$ cat src/rtl/dror_pkg.sv
// Shared definitions for the DROR point-cloud loader.
//
// Contents:
//   state_t            loader FSM states
//   HDR_SIZE_WORD      x BRAM word that holds the frame size
//   HDR_FLAG_WORD      y BRAM word that holds the start flag;
//                      z BRAM word that carries the filter's done marker
//   DATA_BASE_WORD     first word of packed point data
//   DONE_MAGIC_DEFAULT marker the filter writes when it finishes a frame
//   word_to_byte_addr  converts a word index into a BRAM byte address
package dror_pkg;

  typedef enum logic [2:0] {
    IDLE,
    LOAD,
    HDR_SIZE,
    HDR_START,
    POLL_ADDR,
    POLL_WAIT,
    POLL_CHK,
    CLEAR_DONE
  } state_t;

  localparam logic [31:0] HDR_SIZE_WORD      = 32'd0;
  localparam logic [31:0] HDR_FLAG_WORD      = 32'd0;
  localparam logic [31:0] DATA_BASE_WORD     = 32'd1;
  localparam logic [31:0] DONE_MAGIC_DEFAULT = 32'h0000_0FFF;

  function automatic logic [31:0] word_to_byte_addr(input logic [31:0] word,
                                                     input int shift);
    return word << shift;
  endfunction

endpackage

$ cat src/rtl/point_packer.sv
// Packs successive N-bit coordinates of one axis into BUS_SIZE-bit BRAM words.
//
// Ports:
//   clock, reset  system clock, asynchronous active-high reset
//   store         the current beat is stored (accepted and within capacity)
//   last          the current beat is the last of the frame
//   beat_idx      0-based index of the current beat within the frame
//   coord         coordinate of the current beat
//   word_data     word to write when wr_strobe is high
//   wr_strobe     a word is complete this cycle
//   word_idx      BRAM word index for word_data
module point_packer
  import dror_pkg::*;
#(
  parameter int N        = 16,
  parameter int BUS_SIZE = 32
) (
  input  logic                clock,
  input  logic                reset,
  input  logic                store,
  input  logic                last,
  input  logic [15:0]         beat_idx,
  input  logic [N-1:0]        coord,
  output logic [BUS_SIZE-1:0] word_data,
  output logic                wr_strobe,
  output logic [31:0]         word_idx
);

  logic [N-1:0] hold;

  // Even beats park their coordinate until the odd partner arrives.
  always_ff @(posedge clock or posedge reset) begin
    if (reset) begin
      hold <= '0;
    end else if (store && !beat_idx[0]) begin
      hold <= coord;
    end
  end

  // Odd beats complete a pair with the newer point in the upper half; a
  // trailing even beat is written alone with the upper half zero.
  always_comb begin
    wr_strobe = store && (beat_idx[0] || last);
    if (beat_idx[0]) begin
      word_data = BUS_SIZE'({coord, hold});
    end else begin
      word_data = BUS_SIZE'(coord);
    end
    word_idx = DATA_BASE_WORD + 32'(beat_idx[15:1]);
  end

endmodule

$ cat src/rtl/point_cloud_loader.sv
// Streams (x,y,z) points into the DROR filter's x/y/z BRAMs through port B,
// writes the frame header (size, then start flag) and waits for the filter
// to post its done marker in z word 0, which it then clears.
//
// Ports:
//   clock, reset              system clock, asynchronous active-high reset
//   s_valid/s_ready           point beat handshake
//   s_x, s_y, s_z, s_last     point coordinates and end-of-frame marker
//   addr_*, din_*, we_*, en_* registered BRAM port B controls per axis
//   dout_z                    z BRAM read data (one cycle latency)
//   busy                      loader is not idle
//   frame_done                one-cycle pulse when the done marker is consumed
//   point_count               points stored in the current or last frame
//   overflow                  sticky: a frame exceeded MAX_POINTS
//   timeout                   sticky: the filter never reported done
module point_cloud_loader
  import dror_pkg::*;
#(
  parameter int                  N          = 16,
  parameter int                  BUS_SIZE   = 32,
  parameter int                  BRAM_SHIFT = 2,
  parameter int                  MAX_POINTS = 4096,
  parameter logic [BUS_SIZE-1:0] DONE_MAGIC = BUS_SIZE'(DONE_MAGIC_DEFAULT),
  parameter int                  TIMEOUT    = 2**20
) (
  input  logic                clock,
  input  logic                reset,
  input  logic                s_valid,
  output logic                s_ready,
  input  logic [N-1:0]        s_x,
  input  logic [N-1:0]        s_y,
  input  logic [N-1:0]        s_z,
  input  logic                s_last,
  output logic [31:0]         addr_x,
  output logic [31:0]         addr_y,
  output logic [31:0]         addr_z,
  output logic [BUS_SIZE-1:0] din_x,
  output logic [BUS_SIZE-1:0] din_y,
  output logic [BUS_SIZE-1:0] din_z,
  output logic [3:0]          we_x,
  output logic [3:0]          we_y,
  output logic [3:0]          we_z,
  output logic                en_x,
  output logic                en_y,
  output logic                en_z,
  input  logic [BUS_SIZE-1:0] dout_z,
  output logic                busy,
  output logic                frame_done,
  output logic [15:0]         point_count,
  output logic                overflow,
  output logic                timeout
);

  localparam int TW = $clog2(TIMEOUT + 1);

  state_t              state, next_state;
  logic [TW-1:0]       poll_timer;
  logic                accept, stored, set_timeout;
  logic [15:0]         beat_idx;

  logic [BUS_SIZE-1:0] word_x, word_y, word_z;
  logic                wr_x, wr_y, wr_z;
  logic [31:0]         idx_x, idx_y, idx_z;

  logic [31:0]         nx_addr_x, nx_addr_y, nx_addr_z;
  logic [BUS_SIZE-1:0] nx_din_x, nx_din_y, nx_din_z;
  logic [3:0]          nx_we_x, nx_we_y, nx_we_z;
  logic                nx_en_x, nx_en_y, nx_en_z;
  logic                nx_frame_done;

  // In IDLE the incoming beat is the first of a new frame, so its index is 0
  // regardless of what the previous frame left in point_count.
  always_comb begin
    accept   = s_valid && s_ready;
    beat_idx = (state == IDLE) ? 16'd0 : point_count;
    stored   = accept && (int'(beat_idx) < MAX_POINTS);
  end

  assign busy = (state != IDLE);

  point_packer #(.N(N), .BUS_SIZE(BUS_SIZE)) u_pack_x (
    .clock(clock), .reset(reset), .store(stored), .last(s_last),
    .beat_idx(beat_idx), .coord(s_x),
    .word_data(word_x), .wr_strobe(wr_x), .word_idx(idx_x)
  );

  point_packer #(.N(N), .BUS_SIZE(BUS_SIZE)) u_pack_y (
    .clock(clock), .reset(reset), .store(stored), .last(s_last),
    .beat_idx(beat_idx), .coord(s_y),
    .word_data(word_y), .wr_strobe(wr_y), .word_idx(idx_y)
  );

  point_packer #(.N(N), .BUS_SIZE(BUS_SIZE)) u_pack_z (
    .clock(clock), .reset(reset), .store(stored), .last(s_last),
    .beat_idx(beat_idx), .coord(s_z),
    .word_data(word_z), .wr_strobe(wr_z), .word_idx(idx_z)
  );

  // Next-state and next BRAM command. The command is registered onto the
  // ports, so each state's access appears on the BRAM one cycle later.
  always_comb begin
    next_state    = state;
    nx_addr_x     = '0;
    nx_addr_y     = '0;
    nx_addr_z     = '0;
    nx_din_x      = '0;
    nx_din_y      = '0;
    nx_din_z      = '0;
    nx_we_x       = 4'h0;
    nx_we_y       = 4'h0;
    nx_we_z       = 4'h0;
    nx_en_x       = 1'b0;
    nx_en_y       = 1'b0;
    nx_en_z       = 1'b0;
    nx_frame_done = 1'b0;
    set_timeout   = 1'b0;

    unique case (state)
      IDLE, LOAD: begin
        if (wr_x) begin
          nx_addr_x = word_to_byte_addr(idx_x, BRAM_SHIFT);
          nx_din_x  = word_x;
          nx_we_x   = 4'hF;
          nx_en_x   = 1'b1;
        end
        if (wr_y) begin
          nx_addr_y = word_to_byte_addr(idx_y, BRAM_SHIFT);
          nx_din_y  = word_y;
          nx_we_y   = 4'hF;
          nx_en_y   = 1'b1;
        end
        if (wr_z) begin
          nx_addr_z = word_to_byte_addr(idx_z, BRAM_SHIFT);
          nx_din_z  = word_z;
          nx_we_z   = 4'hF;
          nx_en_z   = 1'b1;
        end
        if (accept) begin
          next_state = s_last ? HDR_SIZE : LOAD;
        end
      end
      HDR_SIZE: begin
        nx_addr_x  = word_to_byte_addr(HDR_SIZE_WORD, BRAM_SHIFT);
        nx_din_x   = BUS_SIZE'(point_count);
        nx_we_x    = 4'hF;
        nx_en_x    = 1'b1;
        next_state = HDR_START;
      end
      HDR_START: begin
        nx_addr_y  = word_to_byte_addr(HDR_FLAG_WORD, BRAM_SHIFT);
        nx_din_y   = BUS_SIZE'(1);
        nx_we_y    = 4'hF;
        nx_en_y    = 1'b1;
        next_state = POLL_ADDR;
      end
      POLL_ADDR: begin
        nx_addr_z  = word_to_byte_addr(HDR_FLAG_WORD, BRAM_SHIFT);
        nx_en_z    = 1'b1;
        next_state = POLL_WAIT;
      end
      POLL_WAIT: begin
        next_state = POLL_CHK;
      end
      POLL_CHK: begin
        if (dout_z == DONE_MAGIC) begin
          next_state = CLEAR_DONE;
        end else if (poll_timer == TW'(TIMEOUT - 1)) begin
          set_timeout = 1'b1;
          next_state  = IDLE;
        end else begin
          next_state = POLL_ADDR;
        end
      end
      CLEAR_DONE: begin
        nx_addr_z     = word_to_byte_addr(HDR_FLAG_WORD, BRAM_SHIFT);
        nx_din_z      = '0;
        nx_we_z       = 4'hF;
        nx_en_z       = 1'b1;
        nx_frame_done = 1'b1;
        next_state    = IDLE;
      end
      default: begin
        next_state = IDLE;
      end
    endcase
  end

  always_ff @(posedge clock or posedge reset) begin
    if (reset) begin
      state <= IDLE;
    end else begin
      state <= next_state;
    end
  end

  // s_ready is registered from next_state so it is low during reset and
  // never reopens in the cycle that the last beat is accepted.
  always_ff @(posedge clock or posedge reset) begin
    if (reset) begin
      s_ready    <= 1'b0;
      addr_x     <= '0;
      addr_y     <= '0;
      addr_z     <= '0;
      din_x      <= '0;
      din_y      <= '0;
      din_z      <= '0;
      we_x       <= 4'h0;
      we_y       <= 4'h0;
      we_z       <= 4'h0;
      en_x       <= 1'b0;
      en_y       <= 1'b0;
      en_z       <= 1'b0;
      frame_done <= 1'b0;
    end else begin
      s_ready    <= (next_state == IDLE) || (next_state == LOAD);
      addr_x     <= nx_addr_x;
      addr_y     <= nx_addr_y;
      addr_z     <= nx_addr_z;
      din_x      <= nx_din_x;
      din_y      <= nx_din_y;
      din_z      <= nx_din_z;
      we_x       <= nx_we_x;
      we_y       <= nx_we_y;
      we_z       <= nx_we_z;
      en_x       <= nx_en_x;
      en_y       <= nx_en_y;
      en_z       <= nx_en_z;
      frame_done <= nx_frame_done;
    end
  end

  // The first beat of a frame restarts the count and clears overflow; beats
  // beyond capacity are swallowed, so the count saturates at MAX_POINTS.
  always_ff @(posedge clock or posedge reset) begin
    if (reset) begin
      point_count <= '0;
      overflow    <= 1'b0;
    end else if (accept) begin
      point_count <= stored ? (beat_idx + 16'd1) : beat_idx;
      overflow    <= ((state != IDLE) && overflow) || !stored;
    end
  end

  // Counts unsuccessful done checks; restarted as each header goes out.
  always_ff @(posedge clock or posedge reset) begin
    if (reset) begin
      poll_timer <= '0;
      timeout    <= 1'b0;
    end else begin
      if (state == HDR_START) begin
        poll_timer <= '0;
      end else if ((state == POLL_CHK) && (next_state == POLL_ADDR)) begin
        poll_timer <= poll_timer + TW'(1);
      end
      if (set_timeout) begin
        timeout <= 1'b1;
      end
    end
  end

endmodule

$ cat config.mk
export PLATFORM = sky130hd
export DESIGN_NAME = point_cloud_loader
export DESIGN_NICKNAME = d
export VERILOG_FILES = /design/src/rtl/dror_pkg.sv /design/src/rtl/point_packer.sv /design/src/rtl/point_cloud_loader.sv
export SDC_FILE = /design/constraint.sdc
export NUM_CORES = 1
export LEC_CHECK = 0
export ABC_CLOCK_PERIOD_IN_PS = 8540
export BUFFER_PORTS_ARGS = -buffer_cell sky130_fd_sc_hd__buf_2
export CORE_UTILIZATION = 52
export CTS_BUF_LIST = sky130_fd_sc_hd__clkbuf_8
export CTS_CLUSTER_SIZE = 24
export DETAILED_ROUTE_END_ITERATION = 8
export PLACE_DENSITY = 0.82
export SYNTH_ARGS = -nofsm -noshare
export SYNTH_HDL_FRONTEND = slang
export SYNTH_SLANG_ARGS = --single-unit
$ cat constraint.sdc
create_clock -name clock -period 8.54 [get_ports clock]
set_clock_uncertainty 0.1 [all_clocks]
set_input_delay 0.854 -clock clock [delete_from_list [all_inputs] [get_ports clock]]
set_output_delay 0.854 -clock clock [all_outputs]
set_load 0.03 [all_outputs]
Word level (Yosys, flattened, before mapping)
Cells that the tools add are included.
Widths: inputs -> output; s select.
{"block": "op_classes", "addsub": 3, "magnitude_cmp": 1, "n_eq_ne": 11, "n_mux": 32, "n_reduce_logical": 17}
{"operator": "$mux 32", "count": 9}
{"operator": "$pmux 32 s2", "count": 2}
{"operator": "$mux 21", "count": 2}
{"operator": "$eq 32x12->1 const B", "count": 1}
{"operator": "$mux 16", "count": 2}
{"operator": "$pmux 4 s2", "count": 3}
{"operator": "$add 21x1->21 const B", "count": 1}
{"operator": "$eq 21x20->1 const B", "count": 1}
{"operator": "$pmux 3 s7", "count": 1}
{"operator": "$add 1x15->16 const A", "count": 1}
{"operator": "$add 16x1->16 const B", "count": 1}
{"operator": "$lt 16x13->1 const B", "count": 1}
{"operator": "$eq 3x3->1 const B", "count": 5}
{"operator": "$mux 3", "count": 3}
{"operator": "$eq 3x1->1 const B", "count": 2}
{"operator": "$eq 3x2->1 const B", "count": 2}
{"operator": "$logic_and 1x1->1", "count": 6}
{"operator": "$logic_not 3->1", "count": 2}
{"operator": "$pmux 1 s2", "count": 3}
{"operator": "$mux 1", "count": 5}
{"operator": "$mux 4", "count": 1}
{"operator": "$reduce_or 2->1", "count": 2}
{"operator": "$logic_or 1x1->1", "count": 3}
{"operator": "$reduce_bool 3->1", "count": 1}
{"operator": "other kinds (3)", "count": 4}
{"block": "totals", "regBits": 235, "input_bits": 84, "out_inout_bits": 228, "elab_cells": 84}

Depth between registers and ports, before layout
{"block": "logic_depth", "ltp_word": 8, "mapped_depth": 10}

By module
A second synthesis with hierarchy kept.
{"block": "unflattened", "hier_cells": 1126, "area_unflattened_um2": 13146.4}
{"mod": "point_cloud_loader", "n_inst": 1, "cells_per_inst": 724, "area_each_um2": 8878.5}
{"mod": "point_packer", "n_inst": 3, "cells_per_inst": 134, "area_each_um2": 1422.6}

Least setup slack after synthesis
No wires, ideal clock.
{"block": "synth_path", "kind": "reg2reg", "start": "reg point_count[12]", "end": "reg u_pack_x.hold[0]", "arrival_ns": 2.627, "slack_ns": 5.688, "stages_incl_launch_ff": 7, "synth_period_minus_slack_ns": 2.852, "cell_sequence": "dfrtp_1 > or4_4 > a21oi_1 > ha_1 > clkbuf_1 > buf_1 > mux2_2"}
{"block": "synth_between", "elab_chain_len": 4}
{"element": "from (decl)", "line": "point_cloud_loader.sv:49", "source": "output logic [15:0] point_count,"}
{"element": "from (signal assigned)", "line": "point_cloud_loader.sv:239", "source": "point_count <= stored ? (beat_idx + 16'd1) : beat_idx;"}
{"element": "$mux 16", "line": "point_cloud_loader.sv:75", "source": "beat_idx = (state == IDLE) ? 16'd0 : point_count;"}
{"element": "$lt 16x13->1", "line": "point_cloud_loader.sv:76", "source": "stored = accept && (int'(beat_idx) < MAX_POINTS);"}
{"element": "$logic_and 1x1->1", "line": "point_cloud_loader.sv:76"}
{"element": "$logic_and 1x1->1", "line": "point_packer.sv:35", "source": "end else if (store && !beat_idx[0]) begin"}
{"element": "to (signal assigned)", "line": "point_packer.sv:36", "source": "hold <= coord;"}
{"element": "to (decl)", "line": "point_packer.sv:29", "source": "logic [N-1:0] hold;"}
No other way between the ends.
A chain may end at the register's enable or synchronous reset.

Worst setup path in the final report
{"block": "layout_path", "start": "reg state[2]", "end": "reg din_x[21]"}
{"block": "layout_between", "elab_chain_len": 7, "word_cells_on_any_way": 12, "classes_between": "order compare: 1; eq/ne: 2; mux: 4; reduce/logical: 5"}
{"element": "from (decl)", "line": "point_cloud_loader.sv:56", "source": "state_t state, next_state;"}
{"element": "from (signal assigned)", "line": "point_cloud_loader.sv:192", "source": "state <= next_state;"}
{"element": "$logic_not 3->1", "line": "point_cloud_loader.sv:75, point_cloud_loader.sv:118"}
{"element": "$mux 16", "line": "point_cloud_loader.sv:75"}
{"element": "$lt 16x13->1", "line": "point_cloud_loader.sv:76"}
{"element": "$logic_and 1x1->1", "line": "point_cloud_loader.sv:76"}
{"element": "$logic_and 1x1->1", "line": "point_packer.sv:43", "source": "wr_strobe = store && (beat_idx[0] || last);"}
{"element": "$mux 32", "line": "point_cloud_loader.sv:120", "source": "if (wr_x) begin"}
{"element": "$pmux 32 s2 *", "line": "point_cloud_loader.sv:118", "source": "unique case (state)"}
{"element": "named net nx_din_x[21]", "line": "point_cloud_loader.sv:66", "source": "logic [BUS_SIZE-1:0] nx_din_x, nx_din_y, nx_din_z;"}
{"element": "to (signal assigned)", "line": "point_cloud_loader.sv:219", "source": "din_x <= nx_din_x;"}
{"element": "to (decl)", "line": "point_cloud_loader.sv:37", "source": "output logic [BUS_SIZE-1:0] din_x,"}
Mark *: on every way through the listed nets, which the timed path passes. The rest lies on a longest branch.

==> flow_metrics.tcl <==
set metrics [dict create \
    rows 48 \
    drive_gt1_share_pct 35.5 \
    status "finished, final reports clean" \
    ys_seq_area_share_pct 56.2 \
    rrSetupSlack_ns 4.38 \
    crit_chain "nor3_4, inv_2, nand2_2, inv_2, nand3_1, nor2_4, and2_1" \
    worst_path_most_repeated_cell "inv_2" \
    cts_resized 0 \
    r2r-start "state[2]" \
    drtIter0Drc 516 \
    antenna_found_initial 2 \
    power_density_nw_per_um2 229 \
    postPlaceCellArea_sq_um 10200 \
    vias 6817 \
    cts_sinks 208 \
    hold_end "timeout" \
    grt_pass1_vias 6472 \
    fill_cells 1419 \
    synth_cell_types 62 \
    dieArea_sq_um 18300 \
    drtAntennaViolNets 0 \
    cp-end-kind "flop" \
    rsz0062_at_grt "no" \
    setup_viol 0 \
    cp_slowest_cell "inv_2" \
    clkTransAtPathRegs_ns 0.05 \
    hold_start "timeout" \
    fin_crit_sh_pct 48.7 \
    core_area_sq_um 17400 \
    pre_cts_ws_ns 4.37 \
    initial_utilization_pct 53.3 \
    r2r-end "din_x[21]" \
    path_max_fanout 52 \
    ir_drop_mv 0.144 \
    cts_buffer_depth 3 \
    fin_area_sq_um 10800 \
    crit_arrival_ns 4.49 \
    hold_violations 0 \
    cts_inserted_buffers 36 \
    static-leakage-power_nw 5.80 \
    postCtsHoldBufs 0 \
    firstDrtPassIters 8 \
    die-height_um 135 \
    layout_setup_ws_ns 4.38 \
    setup_tns_ns 0 \
    gp_congestion 0.804 \
    synthesis.area_sq_um 9250 \
    synth_top_area_share_pct 56.2 \
    synth_seq_cells 208 \
    period_needed_ns 4.16 \
    die_w_um 135 \
    relSlewSlack_pct 18.3 \
    yosysWarnings 0 \
    root_buffer "clkbuf_8" \
    cts_tree "yes" \
    grt_pass1_wl_um 33200 \
    layout.nets 1148 \
    grt_usage_pct 23.4 \
    cap_violations 0 \
    synth_cells 836 \
    multi_input_area_sq_um 3330 \
    grt_remaining_overflow 0 \
    postCtsSetupRepairBufs 0 \
    hold_depth 1 \
    worst-slew-pin-transition_ns 1.23 \
    critPathKind "reg -> reg" \
    avgSynthCellArea_sq_um 11.1 \
    synth_area_leader_cell "dfrtp_1" \
    pin_count 312 \
    htreeDepth 2 \
    drv_slew 0 \
    wl_per_cell_um 16.3 \
    dpl.hpwl_um 14200 \
    achievable-frequency_ghz 0.240 \
    hold_path_class "reg -> reg" \
    synth_area_leaders "dfrtp_1 56%, buf_4 7.4%, mux2_2 5.8%" \
    layout_commonest_cell "buf_2" \
    required_ns 8.87 \
    worstRegToRegCells 7 \
    grt_max_degree 143 \
    crit_path_max_incr_delay_ns 1.03 \
    final_cell_mix "263 x buf_2, 208 x dfrtp_1, 113 x nand2_1, 54 x and2_1, 53 x a21oi_1" \
    totalWireLength_um 21300 \
    io_buffers 263 \
    regArea_sq_um 5200 \
    area_growth_pct 17.1 \
    routed_via_density 5.22 \
    clk_latency_ns 0.51 \
    drc 0 \
    cp-start-kind "flop" \
]
-- worst max path at each step --
stage / slack (ns) / endpoint / startpoint
floorplan: 1.91 / addr_z[10] / reset
global placement: 4.55 / din_x[22] / state[2]
detailed placement: 4.37 / din_z[19] / state[2]
CTS: 4.34 / din_z[19] / state[2]
global route: 3.96 / din_z[19] / state[2]
finish: 4.38 / din_x[21] / state[2]
-- kinds of logic after synthesis --
family / count (synthesis) / synth area share [%]
AOI/OAI and AO/OA: 115 / 7.67
xor gates and xnor gates: 13 / 1.23
adders and majority gates: 4 / 0.541
buffers and inverters: 137 / 9.96
DFF: 208 / 56.2
muxes: 69 / 8.11
other: 1 / 0.0405
and+or+nand+nor: 289 / 16.2
-- layout make-up --
type                       instances  area share, %
sequential                       208           48.0
multi-input combinational        542           30.7
timing repair buffer             266           12.3
clock buffer                      40           5.08
tap                              225           2.60
clock inverter                    18          0.946
inverter                           6          0.277
antenna                            1         0.0231
-- layer usage --
metal	routed length (um)	GRT usage (%)
met5	22	0
met4	423	7.18
met3	1440	6.02
met2	10800	39.9
met1	8590	29.3
-- worst max-delay path, delay by kind of cell (launching register included) --
| family | cells | cell delay (ns) |
|---|---|---|
| AND/OR/NAND/NOR | 5 | 2.02 |
| buffers and inverters | 2 | 1.19 |
| flip-flops | 1 | 0.70 |
-- state kept, by name, indices dropped and copies added, names as in the netlist --
| register | count |
|---|---|
| s_ready | 1 |
| state | 3 |
| overflow | 1 |
| we_x | 1 |
| din_x | 32 |
| timeout | 1 |
| we_z | 1 |
| addr_z | 16 |
| din_z | 32 |
| we_y | 1 |
| u_pack_y.hold | 16 |
| point_count | 16 |
| u_pack_z.hold | 16 |
| frame_done | 1 |
| en_z | 1 |
| din_y | 32 |
| u_pack_x.hold | 16 |
| poll_timer | 21 |
-- where the power goes --
group	internal [W]	leakage, nW	switching, W
Combinational	0.000185	2.59	0.000287
Clock	0.000455	0.386	0.000376
Sequential	0.00110	2.81	0.0000769
-- stage by stage --
stage | hold slack [ns] | std cells | power [W] | util [%]
floorplan | 0.376 | 887 | 0.00156 | -
global placement | 0.352 | 1247 | 0.00164 | 58.7
detailed placement | 0.354 | 1247 | 0.00166 | 58.7
CTS | 0.377 | 1305 | 0.00250 | 62.4
global route | 0.405 | 1305 | 0.00261 | 62.4
finish | 0.374 | 1306 | 0.00248 | 62.5
-- cell usage after synthesis, drive strengths merged --
master   instances
and2            54
o41ai            4
o21a             2
o311a            1
buf            107
or4             14
a31o             2
o21ai           26
or3              5
nand4           13
a211oi           1
nand4b           2
a211o            1
nand2          114
o31ai           11
ha               4
o41a             1
and3             5
conb             1
inv              6
nand2b           7
o211ai           2
xnor2            5
nor3b            2
a21o             2
xor2             8
nor4             9
mux2i           21
mux2            48
and4             1
a31oi            1
nand3           19
o2111ai          1
o311ai           2
a2111o           1
clkbuf          24
o32ai            1
or2              2
dfrtp          208
nor2b            3
a21oi           54
nor3             8
o22ai            2
nor2            31
Power figures use the tool's default switching activity.
